File: src/rtl/eq_band_scheduler.sv
// Sequencer for the 8-band equalizer: time-shares one pipelined MAC across all
// bands and taps of each audio sample, then shifts the z_block delay lines once.
module eq_band_scheduler #(
    parameter int BANDS   = 8,
    parameter int TAPS    = 3,
    parameter int MAC_LAT = 2,
    parameter int ADDR_W  = 5,
    localparam int BW = (BANDS > 1) ? $clog2(BANDS) : 1,
    localparam int TW = (TAPS > 1) ? $clog2(TAPS) : 1
) (
    input  logic              clk,
    input  logic              rst,
    input  logic              sample_valid,
    input  logic              overrun_clr,
    output logic              busy,
    output logic [BW-1:0]     band_idx,
    output logic [TW-1:0]     tap_idx,
    output logic [ADDR_W-1:0] coef_addr,
    output logic              mac_clr,
    output logic              mac_en,
    output logic              acc_latch,
    output logic              shift_en,
    output logic              frame_done,
    output logic              overrun,
    output logic [2:0]        dbg_state
);

    localparam int DW = (MAC_LAT > 1) ? $clog2(MAC_LAT) : 1;
    localparam logic [BW-1:0] BAND_LAST = BW'(BANDS - 1);
    localparam logic [TW-1:0] TAP_LAST  = TW'(TAPS - 1);
    localparam logic [DW-1:0] DLY_LAST  = DW'(MAC_LAT - 1);

    if (BANDS * TAPS > (1 << ADDR_W)) begin : g_addr_check
        $fatal(1, "eq_band_scheduler: BANDS*TAPS does not fit in ADDR_W");
    end

    typedef enum logic [2:0] {
        S_IDLE  = 3'd0,
        S_CLEAR = 3'd1,
        S_RUN   = 3'd2,
        S_DRAIN = 3'd3,
        S_LATCH = 3'd4,
        S_SHIFT = 3'd5,
        S_DONE  = 3'd6
    } state_t;

    state_t            state_q, state_d;
    logic [BW-1:0]     band_q, band_d;
    logic [TW-1:0]     tap_q, tap_d;
    logic [DW-1:0]     dly_q, dly_d;
    logic              ovr_q, ovr_d;
    logic              busy_q, mac_clr_q, mac_en_q, acc_latch_q, shift_en_q, frame_done_q;
    logic [ADDR_W-1:0] coef_q, coef_d;

    // Handshake: sample_valid is a one-cycle strobe with no ready; it is taken
    // only in IDLE, otherwise it is dropped and recorded in the sticky overrun.
    always_comb begin
        state_d = state_q;
        band_d  = band_q;
        tap_d   = tap_q;
        dly_d   = dly_q;
        ovr_d   = ovr_q;
        if (overrun_clr)
            ovr_d = 1'b0;
        if (sample_valid && (state_q != S_IDLE))
            ovr_d = 1'b1;
        case (state_q)
            S_IDLE: begin
                band_d = '0;
                tap_d  = '0;
                if (sample_valid)
                    state_d = S_CLEAR;
            end
            S_CLEAR: begin
                tap_d   = '0;
                state_d = S_RUN;
            end
            S_RUN: begin
                if (tap_q == TAP_LAST) begin
                    dly_d   = '0;
                    state_d = S_DRAIN;
                end else begin
                    tap_d = tap_q + TW'(1);
                end
            end
            S_DRAIN: begin
                if (dly_q == DLY_LAST)
                    state_d = S_LATCH;
                else
                    dly_d = dly_q + DW'(1);
            end
            S_LATCH: begin
                if (band_q == BAND_LAST) begin
                    state_d = S_SHIFT;
                end else begin
                    band_d  = band_q + BW'(1);
                    tap_d   = '0;
                    state_d = S_CLEAR;
                end
            end
            S_SHIFT: state_d = S_DONE;
            S_DONE: begin
                band_d  = '0;
                tap_d   = '0;
                state_d = S_IDLE;
            end
            default: state_d = S_IDLE;
        endcase
        coef_d = ADDR_W'(int'(band_d) * TAPS + int'(tap_d));
    end

    // Strobes are decoded from the next state so they line up with state_q.
    always_ff @(posedge clk or negedge rst) begin
        if (!rst) begin
            state_q      <= S_IDLE;
            band_q       <= '0;
            tap_q        <= '0;
            dly_q        <= '0;
            ovr_q        <= 1'b0;
            coef_q       <= '0;
            busy_q       <= 1'b0;
            mac_clr_q    <= 1'b0;
            mac_en_q     <= 1'b0;
            acc_latch_q  <= 1'b0;
            shift_en_q   <= 1'b0;
            frame_done_q <= 1'b0;
        end else begin
            state_q      <= state_d;
            band_q       <= band_d;
            tap_q        <= tap_d;
            dly_q        <= dly_d;
            ovr_q        <= ovr_d;
            coef_q       <= coef_d;
            busy_q       <= (state_d != S_IDLE);
            mac_clr_q    <= (state_d == S_CLEAR);
            mac_en_q     <= (state_d == S_RUN);
            acc_latch_q  <= (state_d == S_LATCH);
            shift_en_q   <= (state_d == S_SHIFT);
            frame_done_q <= (state_d == S_DONE);
        end
    end

    assign busy       = busy_q;
    assign band_idx   = band_q;
    assign tap_idx    = tap_q;
    assign coef_addr  = coef_q;
    assign mac_clr    = mac_clr_q;
    assign mac_en     = mac_en_q;
    assign acc_latch  = acc_latch_q;
    assign shift_en   = shift_en_q;
    assign frame_done = frame_done_q;
    assign overrun    = ovr_q;
    assign dbg_state  = state_q;

endmodule
File: config.mk
export PLATFORM = sky130hd
export DESIGN_NAME = eq_band_scheduler
export DESIGN_NICKNAME = d
export VERILOG_FILES = /design/src/rtl/eq_band_scheduler.sv
export SDC_FILE = /design/constraint.sdc
export NUM_CORES = 1
export LEC_CHECK = 0
export CELL_PAD_IN_SITES_DETAIL_PLACEMENT = 0
export CELL_PAD_IN_SITES_GLOBAL_PLACEMENT = 1
export CORE_MARGIN = 5
export CORE_UTILIZATION = 50
export DETAILED_ROUTE_END_ITERATION = 8
export DONT_BUFFER_PORTS = 1
export MAX_ROUTING_LAYER = met4
export PLACE_DENSITY_LB_ADDON = 0.15
export SLEW_MARGIN = 10
export SYNTH_ARGS = -nofsm -noshare
export SYNTH_HDL_FRONTEND = slang
export SYNTH_SLANG_ARGS = --single-unit
File: constraint.sdc
create_clock -name clk -period 7.6 [get_ports clk]
set_clock_uncertainty 0.2 [all_clocks]
set_input_delay 1.52 -clock clk [delete_from_list [all_inputs] [get_ports clk]]
set_output_delay 1.52 -clock clk [all_outputs]
set_load 0.01 [all_outputs]
# --- After elaboration in Yosys (flattened, before gate mapping) ---
# Cells that the tools add are included.
totals:
  inputBits: 4
  regBits: 21
  output_inout_bits: 20
classes:
  n_eq_ne: 14
  reduce_logical: 9
  add_sub_neg: 4
  multipliers: 1
  n_mux: 15
ops:
  columns: ["cell", "count"]
  rows:
  - ["3-bit == test, second input constant", 7]
  - ["3-bit case mux with 6 select lines", 1]
  - ["3-bit 2-to-1 mux", 5]
  - ["3-bit by 2-bit == test with 1-bit output, second input constant", 3]
  - ["3-bit by 1-bit == test with 1-bit output, second input constant", 2]
  - ["2-bit case mux with 3 select lines", 1]
  - ["3-bit case mux with 2 select lines", 1]
  - ["3-bit nonzero test", 2]
  - ["5-bit by 2-bit adder with 5-bit output", 1]
  - ["3-bit by 2-bit multiplier with 5-bit output, second input constant", 1]
  - ["1-bit 2-to-1 mux", 4]
  - ["2-bit 2-to-1 mux", 2]
  - ["2-bit nonzero test", 2]
  - ["3-bit by 1-bit adder with 3-bit output, second input constant", 1]
  - ["3-bit zero test", 1]
  - ["3-bit OR reduction", 1]
  - ["2-bit by 1-bit adder with 2-bit output, second input constant", 1]
  - ["2-bit == test, second input constant", 1]
  - ["2-bit != test, second input constant", 1]
  - ["1-bit case mux with 2 select lines", 1]
  - ["2-bit AND reduction", 1]
  - ["2-bit OR reduction", 1]
  - ["1-bit adder, second input constant", 1]
  - ["1-bit logical AND", 1]

# --- Depth between registers and ports, before layout ---
logic_depth:
  ltp_word: 5
  mapped_depth: 9
  ltp_nobuf: 9

# --- Least setup slack after synthesis ---
# Ideal clock, no wire load.
synth_timing:
  kind: "reg-to-reg"
  from: "register band_q[0], in the netlist band_idx[0]"
  to: "register coef_q[2], in the netlist coef_addr[2]"
  period_less_slack_ns: 2.736
  setup_time_ns: 0.064
  path_buffers: 0
  setup_slack_ns: 4.864
  arrival_ns: 2.472
  stages_incl_launch_ff: 10
  t_required_ns: 7.336
  cell_sequence: "dfrtp_1 -> ha_1 -> a211oi_1 -> a31oi_1 -> o21ai_0 -> fa_1 -> ha_1 -> inv_1 -> fa_1 -> inv_1"
synth_via:
  elab_chain_len: 5
synth_rtl:
  columns: ["item", "line_no", "text"]
  rows:
  - ["start, declared", "48", "logic [BW-1:0] band_q, band_d;"]
  - ["start signal, assigned", "129", "band_q <= band_d;"]
  - ["3-bit by 1-bit adder with 3-bit output / 3-bit == test (equally long branches)", "96, 93", null]
  - ["3-bit 2-to-1 mux", "93", "if (band_q == BAND_LAST) begin"]
  - ["3-bit case mux with 2 select lines *", "67", "case (state_q)"]
  - ["net band_d[0]", "48", null]
  - ["3-bit by 2-bit multiplier with 5-bit output *", "109", "coef_d = ADDR_W'(int'(band_d) * TAPS + int'(tap_d));"]
  - ["5-bit by 2-bit adder with 5-bit output *", "109", null]
  - ["net coef_d[2]", "53", "logic [ADDR_W-1:0] coef_q, coef_d;"]
  - ["end signal, assigned", "133", "coef_q <= coef_d;"]
  - ["end, declared", "53", null]
# The timed path passes the listed nets; every way through them passes the cells marked *.
# A chain may end at the register's enable or synchronous reset.

# --- Worst setup path in the final report ---
# Ends and elaborated chain as after synthesis.

==> flow_metrics.py <==
metrics = {
    "outcome": {
        "status": "finished, final reports clean",
    },
    "grt": {
        "grt_max_degree": 22,
        "grt_pass1_vias": 636,
        "grt_first_pass_wirelength_um": 3036,
        "grt-ovfl-total": 0,
        "antenna_found_initial": 0,
        "grt.total_usage_pct": 12.66,
    },
    "clock_tree": {
        "cts-buffers-inserted": 3,
        "post_cts_resized": 0,
        "cts_hold_buffers": 0,
        "cts_root_buf": "clkbuf_4",
        "clkLatencyLatePin_ps": 300,
        "cts_sinks": 21,
        "htreeDepth": 1,
        "cts_tree": "yes",
        "cts_buffer_depth": 2,
        "cts_setup_buffers": 0,
        "clkSlewWorstSetupHoldPaths_ps": 110,
    },
    "placed_design": {
        "port_buffers": 0,
        "dp_hpwl_um": 1293,
        "gp_congestion": 0.7114,
        "dp.cells": 114,
    },
    "synthesis": {
        "synth_top_area_cell": "dfrtp_1",
        "syn_nets": 106,
        "seq_area_frac_synth_pct": 51.22,
        "netlist_area_um2": 1026,
        "netlist.area_leader.share_pct": 51.22,
        "ys_seq_elements": 21,
        "synth_area_leaders": "dfrtp_1 51%, ha_1 9.8%, fa_1 3.9%, o21ai_0 3.9%, inv_1 3.3%",
        "yosysWarningCount": 0,
        "synth.distinct_cells": 29,
        "syn_avg_cell_area_um2": 11.15,
        "syn_inst": 92,
    },
    "drt": {
        "drt_pass1_iterations": 4,
        "wl_per_cell_um": 14.68,
        "wl_met2_um": 916,
        "drt_iter0_markers": 9,
        "top_layer": "met4",
        "wl_met3_um": 86,
        "viasPerCell": 5.576,
        "vias": 658,
        "ant_nets": 0,
        "drt-total-wl_um": 1732,
        "wl_met1_um": 719,
        "drc_errors": 0,
    },
    "power": {
        "ir_drop_mv": 0.1087,
        "p_leak_nw": 0.4851,
        "power_density_nw_per_um2": 158.1,
    },
    "critical_path": {
        "crit_path_max_incr_delay_ps": 500,
        "critPathMaxFanout": 7,
        "start_kind": "register",
        "arrival_ps": 3060,
        "crit_type": "reg2reg",
        "cp.required_ps": 7640,
        "crit_chain": "ha_1, a211oi_1, a31oi_1, o21ai_0, fa_1, ha_1, inv_1, fa_1, inv_1",
        "cp_slowest_cell": "fa_1",
        "critPathCaptureType": "register",
    },
    "sta": {
        "period_minus_slack_ps": 3027,
        "finalCritPeriodShare_pct": 39.82,
        "final_max_slew_viol_count": 0,
        "hold_viol": 0,
        "finalSetupTns_ps": 0,
        "tightest_slew_ps": 633.6,
        "rsz0062_at_grt": "no",
        "finalSetupViolCount": 0,
        "slew-limit-headroom_pct": 57.76,
        "clock.fmax_ghz": 0.3304,
    },
    "job": {
        "max_cap_viol_count": 0,
    },
    "finish": {
        "area_growth_pct": 1.707,
        "final_common_cell": "dfrtp_1",
        "stdcell_count": 118,
        "final_nets": 106,
        "antenna_cells": 0,
        "final_layout_size_suffix_gt1_share_pct": 5.495,
        "layout_common_cells": "21 x dfrtp_1, 9 x inv_1, 8 x o21ai_0, 8 x ha_1, 7 x nor2_1",
        "fill_cells": 194,
    },
    "die": {
        "core-area_um2": 1962,
        "die_x_um": 55.30,
        "die_y_um": 55.30,
        "die-area_um2": 3058,
        "initial_core_util_pct": 52.30,
        "num_io_pins": 24,
        "std_cell_rows": 16,
    },
    "min_path": {
        "hold_class": "reg2reg",
    },
}
[sequential cells by signal, summed over array words and instances (netlist names)]
register,cells
mac_clr,1
busy,1
shift_en,1
frame_done,1
acc_latch,1
overrun,1
coef_addr,5
dly_q,1
tap_idx,2
band_idx,3
dbg_state,3
mac_en,1
[path summary, 6_finish.rpt]
path                              from            to  slack (ps)  depth (start not counted)
setup / recovery           band_idx[0]  coef_addr[2]        4570                          9
hold / removal                   dly_q         dly_q         390                          1
setup reg to reg           band_idx[0]  coef_addr[2]        4570                          9
hold reg to reg                  dly_q         dly_q         390                          1
max in group asynchronous          rst  coef_addr[2]        6420                          0
min in group asynchronous          rst       mac_clr         690                          0
[power breakdown]
| part | leakage, nW | switching, mW | internal, mW |
|---|---|---|---|
| Clock | 0.0177 | 0.0324 | 0.0196 |
| Sequential | 0.240 | 0.000449 | 0.112 |
| Combinational | 0.227 | 0.000197 | 0.000222 |
| Total | 0.485 | 0.0331 | 0.132 |
[final cells by class]
cell class | count | area (um2) | share of cell area, %
inverter | 9 | 33.78 | 3.237
multi-input combinational | 57 | 422.9 | 40.53
sequential | 21 | 525.5 | 50.36
clock inverter | 1 | 5.005 | 0.4796
clock buffer | 3 | 22.52 | 2.158
tap | 27 | 33.78 | 3.237
[per-stage QoR]
| stage | utilization [%] | area, um2 | hold slack, ps | total power, mW | setup slack, ps |
|---|---|---|---|---|---|
| 3_5_place_dp | 51.79 | 1016 | 373.2 | 0.1151 | 4571 |
| 6_report | 53.19 | 1044 | 389.2 | 0.1650 | 4573 |
| 3_3_place_gp | 51.79 | 1016 | 371.9 | 0.1151 | 4581 |
| 4_1_cts | 53.19 | 1044 | 399.8 | 0.1680 | 4532 |
| 5_1_grt | 53.19 | 1044 | 436.7 | 0.1726 | 4332 |
| 2_1_floorplan | - | 1026 | 323.0 | 0.1150 | 4864 |
[worst max-delay path: cells and delay by family, from the launching register on]
kind	cells	cell delay, ps
AOI/OAI and AO/OA	3	720
adders and majority gates	4	1460
buffers and inverters	2	130
DFF	1	470
[logic make-up (layout without fill, tap and decap cells)]
logic type | after synthesis | count (layout) | share of synthesized area (%)
AO/OA/AOI/OAI | 28 | 28 | 17.07
AND/OR/NAND/NOR | 18 | 18 | 9.636
adder cells (fa/ha/maj) | 10 | 10 | 13.66
buffers and inverters | 14 | 13 | 7.560
flip-flops | 21 | 21 | 51.22
XOR/XNOR | 1 | 1 | 0.8538
[synth_stat cells]
master,count
dfrtp_1,21
a32oi_1,1
a32o_1,2
o21ai_0,8
clkbuf_2,1
nand2b_1,1
buf_6,3
nand2_1,3
inv_1,9
a21boi_1,1
a211oi_1,1
o31ai_1,1
a21oi_1,5
a22o_1,1
nor2b_1,2
ha_1,8
a31oi_1,2
fa_1,2
and2b_1,1
o21ai_1,3
nand4b_2,1
nor3b_1,1
nor4_1,1
and3_1,1
buf_2,1
a21o_1,2
xnor2_1,1
o21a_1,1
nor2_1,7
[metal layers]
layer,GRT usage (%),vias to the layer above
li1,-,312
met1,14.69,332
met2,20.61,12
met3,3.497,2
met4,5.208,0
met5,-,-
Note: power is estimated with default switching activity, not from simulation.
